**config.mk**
```make
export PLATFORM = sky130hd
export DESIGN_NAME = tkr_readout_sequencer
export DESIGN_NICKNAME = d
export VERILOG_FILES = /design/src/rtl/tkr_readout_sequencer_pkg.sv /design/src/rtl/tkr_timeout_timer.sv /design/src/rtl/tkr_readout_sequencer.sv
export SDC_FILE = /design/constraint.sdc
export NUM_CORES = 1
export LEC_CHECK = 0
export ABC_AREA = 1
export CAP_MARGIN = 10
export CORE_ASPECT_RATIO = 2
export CORE_MARGIN = 2
export CORE_UTILIZATION = 56
export CTS_CLUSTER_DIAMETER = 150
export DETAILED_ROUTE_END_ITERATION = 6
export PLACE_DENSITY = 0.85
export SYNTH_ARGS = -nofsm -noshare
export SYNTH_HDL_FRONTEND = slang
export SYNTH_SLANG_ARGS = --single-unit
export TNS_END_PERCENT = 30
```
**constraint.sdc**
```tcl
create_clock -name CLK -period 2.99 [get_ports CLK]
set_input_delay 0.4485 -clock CLK [delete_from_list [all_inputs] [get_ports CLK]]
set_output_delay 0.4485 -clock CLK [all_outputs]
set_load 0.005 [all_outputs]
```
**src/rtl/tkr_readout_sequencer_pkg.sv**
```systemverilog
// Shared tracker definitions: FSM state codes, default sizing and field widths.
package tkr_readout_sequencer_pkg;

    localparam int unsigned NCHIP_DEF  = 6;
    localparam int unsigned TO_CYC_DEF = 1023;
    localparam int unsigned QDEPTH_DEF = 4;

    localparam int unsigned TMR_W  = 10;
    localparam int unsigned TAG_W  = 2;
    localparam int unsigned PEND_W = 3;
    localparam int unsigned ST_W   = 3;

    // Sequencer states
    localparam logic [ST_W-1:0] ST_IDLE = 3'd0;
    localparam logic [ST_W-1:0] ST_HDR  = 3'd1;
    localparam logic [ST_W-1:0] ST_WAIT = 3'd2;
    localparam logic [ST_W-1:0] ST_XFER = 3'd3;
    localparam logic [ST_W-1:0] ST_NEXT = 3'd4;
    localparam logic [ST_W-1:0] ST_TRL  = 3'd5;

    typedef logic [TAG_W-1:0] evt_tag_t;

endpackage

```
**src/rtl/tkr_timeout_timer.sv**
```systemverilog
// Shared wait/transfer timeout counter: counts from 0 after clear, flags when TO_CYC is reached.
module tkr_timeout_timer
    import tkr_readout_sequencer_pkg::*;
#(
    parameter int unsigned TO_CYC = TO_CYC_DEF
) (
    input  logic clk,
    input  logic rst,
    input  logic clr,
    input  logic en,
    output logic expired_c
);

    logic [TMR_W-1:0] cnt_q;
    logic [TMR_W-1:0] cnt_d;

    assign expired_c = (cnt_q == TMR_W'(TO_CYC));

    // Next count: clear wins, otherwise count up and hold once expired
    always_comb begin
        cnt_d = cnt_q;
        if (clr) begin
            cnt_d = '0;
        end else if (en && !expired_c) begin
            cnt_d = cnt_q + TMR_W'(1);
        end
    end

    // Count register
    always_ff @(posedge clk) begin
        if (rst) begin
            cnt_q <= '0;
        end else begin
            cnt_q <= cnt_d;
        end
    end

endmodule

```
**src/rtl/tkr_readout_sequencer.sv**
```systemverilog
// Tracker event readout sequencer: queues triggers and walks the datapath grant over all chips per event.
module tkr_readout_sequencer
    import tkr_readout_sequencer_pkg::*;
#(
    parameter int unsigned NCHIP  = NCHIP_DEF,
    parameter int unsigned TO_CYC = TO_CYC_DEF,
    parameter int unsigned QDEPTH = QDEPTH_DEF
) (
    input  logic              CLK,
    input  logic              Reset,
    input  logic              TrgAcc,
    input  logic              OutRdy,
    input  logic [NCHIP-1:0]  ChipRdy,
    input  logic [NCHIP-1:0]  ChipDone,
    output logic [NCHIP-1:0]  Grant,
    output logic              EvtStart,
    output logic              EvtDone,
    output logic [TAG_W-1:0]  EvtTag,
    output logic [NCHIP-1:0]  MissMask,
    output logic [PEND_W-1:0] Pending,
    output logic              Busy,
    output logic              Overflow
);

    localparam int unsigned PTR_W = (NCHIP > 1) ? $clog2(NCHIP) : 1;

    logic [ST_W-1:0]   state_q, state_d;
    logic [PTR_W-1:0]  ptr_q, ptr_d;
    logic [NCHIP-1:0]  miss_q, miss_d;
    logic [NCHIP-1:0]  grant_q, grant_d;
    logic [PEND_W-1:0] pend_q, pend_d;
    evt_tag_t          tag_q, tag_d;
    logic              start_q, start_d;
    logic              done_q, done_d;
    logic              busy_q, busy_d;
    logic              ovf_q, ovf_d;

    logic              tmr_clr;
    logic              tmr_en;
    logic              tmr_exp_c;
    logic              trl_c;

    // One timer serves both the ready wait and the transfer wait
    tkr_timeout_timer #(
        .TO_CYC (TO_CYC)
    ) u_timer (
        .clk       (CLK),
        .rst       (Reset),
        .clr       (tmr_clr),
        .en        (tmr_en),
        .expired_c (tmr_exp_c)
    );

    assign tmr_en = (state_q == ST_WAIT) || (state_q == ST_XFER);
    assign trl_c  = (state_q == ST_TRL);

    // Next-state logic; any state change restarts the timer so it counts from 0 on entry
    always_comb begin
        state_d = state_q;
        ptr_d   = ptr_q;
        miss_d  = miss_q;
        case (state_q)
            ST_IDLE: begin
                if (pend_q != '0) begin
                    state_d = ST_HDR;
                end
            end
            ST_HDR: begin
                if (OutRdy) begin
                    state_d = ST_WAIT;
                    ptr_d   = '0;
                    miss_d  = '0;
                end
            end
            ST_WAIT: begin
                if (ChipRdy[ptr_q]) begin
                    state_d = ST_XFER;
                end else if (tmr_exp_c) begin
                    miss_d[ptr_q] = 1'b1;
                    state_d       = ST_NEXT;
                end
            end
            ST_XFER: begin
                if (ChipDone[ptr_q]) begin
                    state_d = ST_NEXT;
                end else if (tmr_exp_c) begin
                    miss_d[ptr_q] = 1'b1;
                    state_d       = ST_NEXT;
                end
            end
            ST_NEXT: begin
                if (ptr_q == PTR_W'(NCHIP - 1)) begin
                    state_d = ST_TRL;
                end else begin
                    ptr_d   = ptr_q + PTR_W'(1);
                    state_d = ST_WAIT;
                end
            end
            ST_TRL: begin
                state_d = ST_IDLE;
            end
            default: begin
                state_d = ST_IDLE;
            end
        endcase
        tmr_clr = (state_d != state_q);
    end

    // Pending queue, tag and registered output pulses, all aligned with the next state
    always_comb begin
        pend_d = pend_q;
        ovf_d  = 1'b0;
        if (TrgAcc && !trl_c) begin
            if (pend_q == PEND_W'(QDEPTH)) begin
                ovf_d = 1'b1;
            end else begin
                pend_d = pend_q + PEND_W'(1);
            end
        end else if (!TrgAcc && trl_c) begin
            pend_d = pend_q - PEND_W'(1);
        end

        tag_d = trl_c ? tag_q + TAG_W'(1) : tag_q;

        grant_d = '0;
        if (state_d == ST_XFER) begin
            grant_d[ptr_d] = 1'b1;
        end

        start_d = (state_q == ST_HDR) && OutRdy;
        done_d  = (state_d == ST_TRL);
        busy_d  = (state_d != ST_IDLE);
    end

    // State and output registers
    always_ff @(posedge CLK) begin
        if (Reset) begin
            state_q <= ST_IDLE;
            ptr_q   <= '0;
            miss_q  <= '0;
            grant_q <= '0;
            pend_q  <= '0;
            tag_q   <= '0;
            start_q <= 1'b0;
            done_q  <= 1'b0;
            busy_q  <= 1'b0;
            ovf_q   <= 1'b0;
        end else begin
            state_q <= state_d;
            ptr_q   <= ptr_d;
            miss_q  <= miss_d;
            grant_q <= grant_d;
            pend_q  <= pend_d;
            tag_q   <= tag_d;
            start_q <= start_d;
            done_q  <= done_d;
            busy_q  <= busy_d;
            ovf_q   <= ovf_d;
        end
    end

    assign Grant    = grant_q;
    assign EvtStart = start_q;
    assign EvtDone  = done_q;
    assign EvtTag   = tag_q;
    assign MissMask = miss_q;
    assign Pending  = pend_q;
    assign Busy     = busy_q;
    assign Overflow = ovf_q;

endmodule

```
==> results.toml <==
[worst_hold_path]
holdCritPathClass = "flop to flop"
hold_path_depth = 2
timing.hold.worst.start = "MissMask[1]"
min_to = "MissMask[1]"

[drt]
drt-vias-per-instance = 5.02
antenna_left = 0
detailedRoute.firstIterationViolations = 45
post_drt_wl_per_cell_um = 11.7
detailedRoute.firstPassIterationCount = 4
wl_mm = 4.29
drc = 0
detailroute.via_count = 1841

[sta]
fin_ws_ps = 1010
max-slew-margin-rel = 0.682
tightestPinTransition_ps = 476
timing_hold_violations_final = 0
worst_clock_skew_ps = 4.54
fin_crit_sh = 0.664
fmaxAchievable_mhz = 504
final_period_minus_worst_setup_slack_ps = 1980
grt_setup_unrepaired = "no"
report.final.setup_viol = 0
final-max-slew-violation-count = 0
setup-tns-final_ps = 0

[job]
max_cap_violations = 0

[setup_path]
worstPathArrival_ps = 2210
r2r_slack_ps = 1010
r2r_start = "u_timer.cnt_q[0]"
cp_max_fo = 10
timing.setup.critical_path_class = "flop to flop"
r2r_cells = 9
r2r_end = "u_timer.cnt_q[8]"
worst_path_most_repeated_cell = "sky130_fd_sc_hd__nand3_1"
crit_path_top_delay_cell = "sky130_fd_sc_hd__dfxtp_1"
crit_path_max_incr_delay_ps = 450
crit_path_start_kind = "flop"
worst_ep_required_time_ps = 3210
critical_path.cell_chain = "ha_1 -> nand3_1 -> nor2_2 -> nand3_2 -> nor2_1 -> nand2_1 -> nand3_1 -> nand3_4 -> nor3_2"
worstSetupEndpointType = "flop"

[clock_tree]
cts-resized-gates = 0
clk_transition_reported_paths_ps = 80
clock-root-buffer = "sky130_fd_sc_hd__clkbuf_8"
clock_tree.htree_level_count = 2
cts_setup_buffers = 0
clock_sinks = 37
numCtsBuffers = 5
clock_insertion_delay_worst_skew_ps = 300
cts_hold_buffers = 0
cts_max_path_buffers = 2
cts_tree = "done"

[power]
worst_ir_drop_vdd_v = 0.000391
cellPowerDensity_nw_per_um2 = 464
power.static_leakage_nw = 1.06

[global_routing]
gr-usage-all-layers = 0.240
grt_first_pass_wirelength_mm = 7.28
grt_start_max_net_pins = 14
antenna_found_initial = 0
grt.overflow.total = 0
grt_pass1_vias = 1749

[status]
run_status = "complete, no violations"

[floorplanning]
initial_core_util = 0.572
core-area_um2 = 3570
die-area_um2 = 4170
number_of_ports_placed_on_the_die_boundary = 37
fp.dieW_um = 46.7
die_height_um = 89.4
row_count = 31

[synthesis]
synthCells = 279
postSynthAreaPerCell_um2 = 7.31
summed_instance_area_of_the_synthesized_netlist_um2 = 2040
synth-main-ff-cell = "sky130_fd_sc_hd__dfxtp_1"
synth.largest_area_cell = "sky130_fd_sc_hd__dfxtp_1"
synthesis.yosys.warnings = 0
yosysMostFrequentCell = "sky130_fd_sc_hd__nand2_1"
netlist_top_cells_area = "sky130_fd_sc_hd__dfxtp_1 36%, sky130_fd_sc_hd__nand2_1 11%, sky130_fd_sc_hd__inv_1 7.9%"
async_flop_share = 0
postSynthRegisterBits = 37
synth_enable_flop_cells = 0
synth.top_cell.area_share = 0.363
share_of_synthesized_area_occupied_by_flip_flops_and_latches = 0.363
synth_cell_types = 33
synth_fp_nets = 299
synth.cells.most_frequent = "59 x sky130_fd_sc_hd__nand2_1, 43 x sky130_fd_sc_hd__inv_1, 37 x sky130_fd_sc_hd__dfxtp_1"

[cells_and_area]
num_antenna_cells = 0
final_cell_count_no_fill = 367
drive_gt1_frac = 0.160
nets_final = 337
syn_to_final_growth_pct = 24.0

[placement]
pre_cts_slack_ps = 958
placed_cells = 359
io_buffer_count = 36
place_hpwl_mm = 3.26
gp_congestion = 0.861
==> layer usage <==
layer / up-vias / part of all wire / track usage
met1: 819 / 0.35 / 0.241
met4: 0 / 0.062 / 0.174
met5: - / 0 / 0
met3: 24 / 0.034 / 0.0404
li1: 941 / - / -
met2: 57 / 0.55 / 0.419
==> critical path, delay by kind of cell, from the launching register on <==
kind	cells	cell delay (ps)
DFF	1	450
and+or+nand+nor	8	1240
adders and majority gates	1	210
==> power breakdown <==
part / switching [mW] / leakage (nW) / internal, mW / total, mW
sequential: 0.0170 / 0.299 / 0.508 / 0.525
combinational: 0.127 / 0.704 / 0.0779 / 0.205
clock: 0.194 / 0.0543 / 0.250 / 0.443
total: 0.337 / 1.06 / 0.835 / 1.17
==> sequential cells by signal (all words and copies together), names as in the netlist <==
register	flops
EvtTag	2
Grant	6
Busy	1
ptr_q	3
state_q	3
Pending	3
EvtDone	1
MissMask	6
Overflow	1
u_timer.cnt_q	10
EvtStart	1
==> cell usage in the layout, fill, tap and decap left out, drive strengths merged <==
cell / n
ha: 3
xnor2: 2
nor3: 16
fa: 1
o22ai: 1
a21oi: 17
clkbuf: 5
nand3: 26
bufinv: 1
nand2: 67
inv: 49
a31oi: 1
dfxtp: 37
o21ai: 6
nor2: 35
clkinvlp: 1
and2: 1
o221ai: 1
o21a: 2
clkdlybuf4s50: 36
clkinv: 2
xor2: 8
==> final cells by class <==
class | count | area [um^2]
multi-input cells | 187 | 1060
fillers | 315 | 1040
flip-flops and latches | 37 | 741
repair buffers | 36 | 360
inverters | 50 | 195
clock buffers | 5 | 68.8
well taps | 49 | 61.3
clock inverters | 3 | 46.3
==> how the worst max path moves through the flow <==
stage | slack (ps) | cells after the start | startpoint | endpoint
4_1_cts | 990 | 9 | u_timer.cnt_q[0] | u_timer.cnt_q[8]
3_5_place_dp | 960 | 6 | Reset | Grant[2]
3_3_place_gp | 1020 | 12 | ChipRdy[4] | u_timer.cnt_q[4]
2_1_floorplan | 1410 | 9 | u_timer.cnt_q[0] | u_timer.cnt_q[0]
6_report | 1010 | 9 | u_timer.cnt_q[0] | u_timer.cnt_q[8]
5_1_grt | 810 | 9 | u_timer.cnt_q[0] | u_timer.cnt_q[8]
==> cell families after synthesis <==
| kind of cell | Yosys count | share of synthesized area |
|---|---|---|
| buffers and inverters | 55 | 0.119 |
| xor gates and xnor gates | 10 | 0.0429 |
| and+or+nand+nor | 145 | 0.367 |
| AOI/OAI and AO/OA | 28 | 0.0797 |
| adders and majority gates | 4 | 0.0282 |
| DFF | 37 | 0.363 |
==> through the flow <==
stage                     hold slack [ps]  cell area, um^2  power [mW]   util
after CTS                             481             2530        1.18  0.709
after global routing                  501             2530        1.22  0.709
after floorplan                       458             2040       0.667      -
after detailed placement              461             2410       0.738  0.677
after global placement                454             2410       0.735  0.677
final                                 475             2530        1.17  0.709
(Power assumes the default switching activity.)
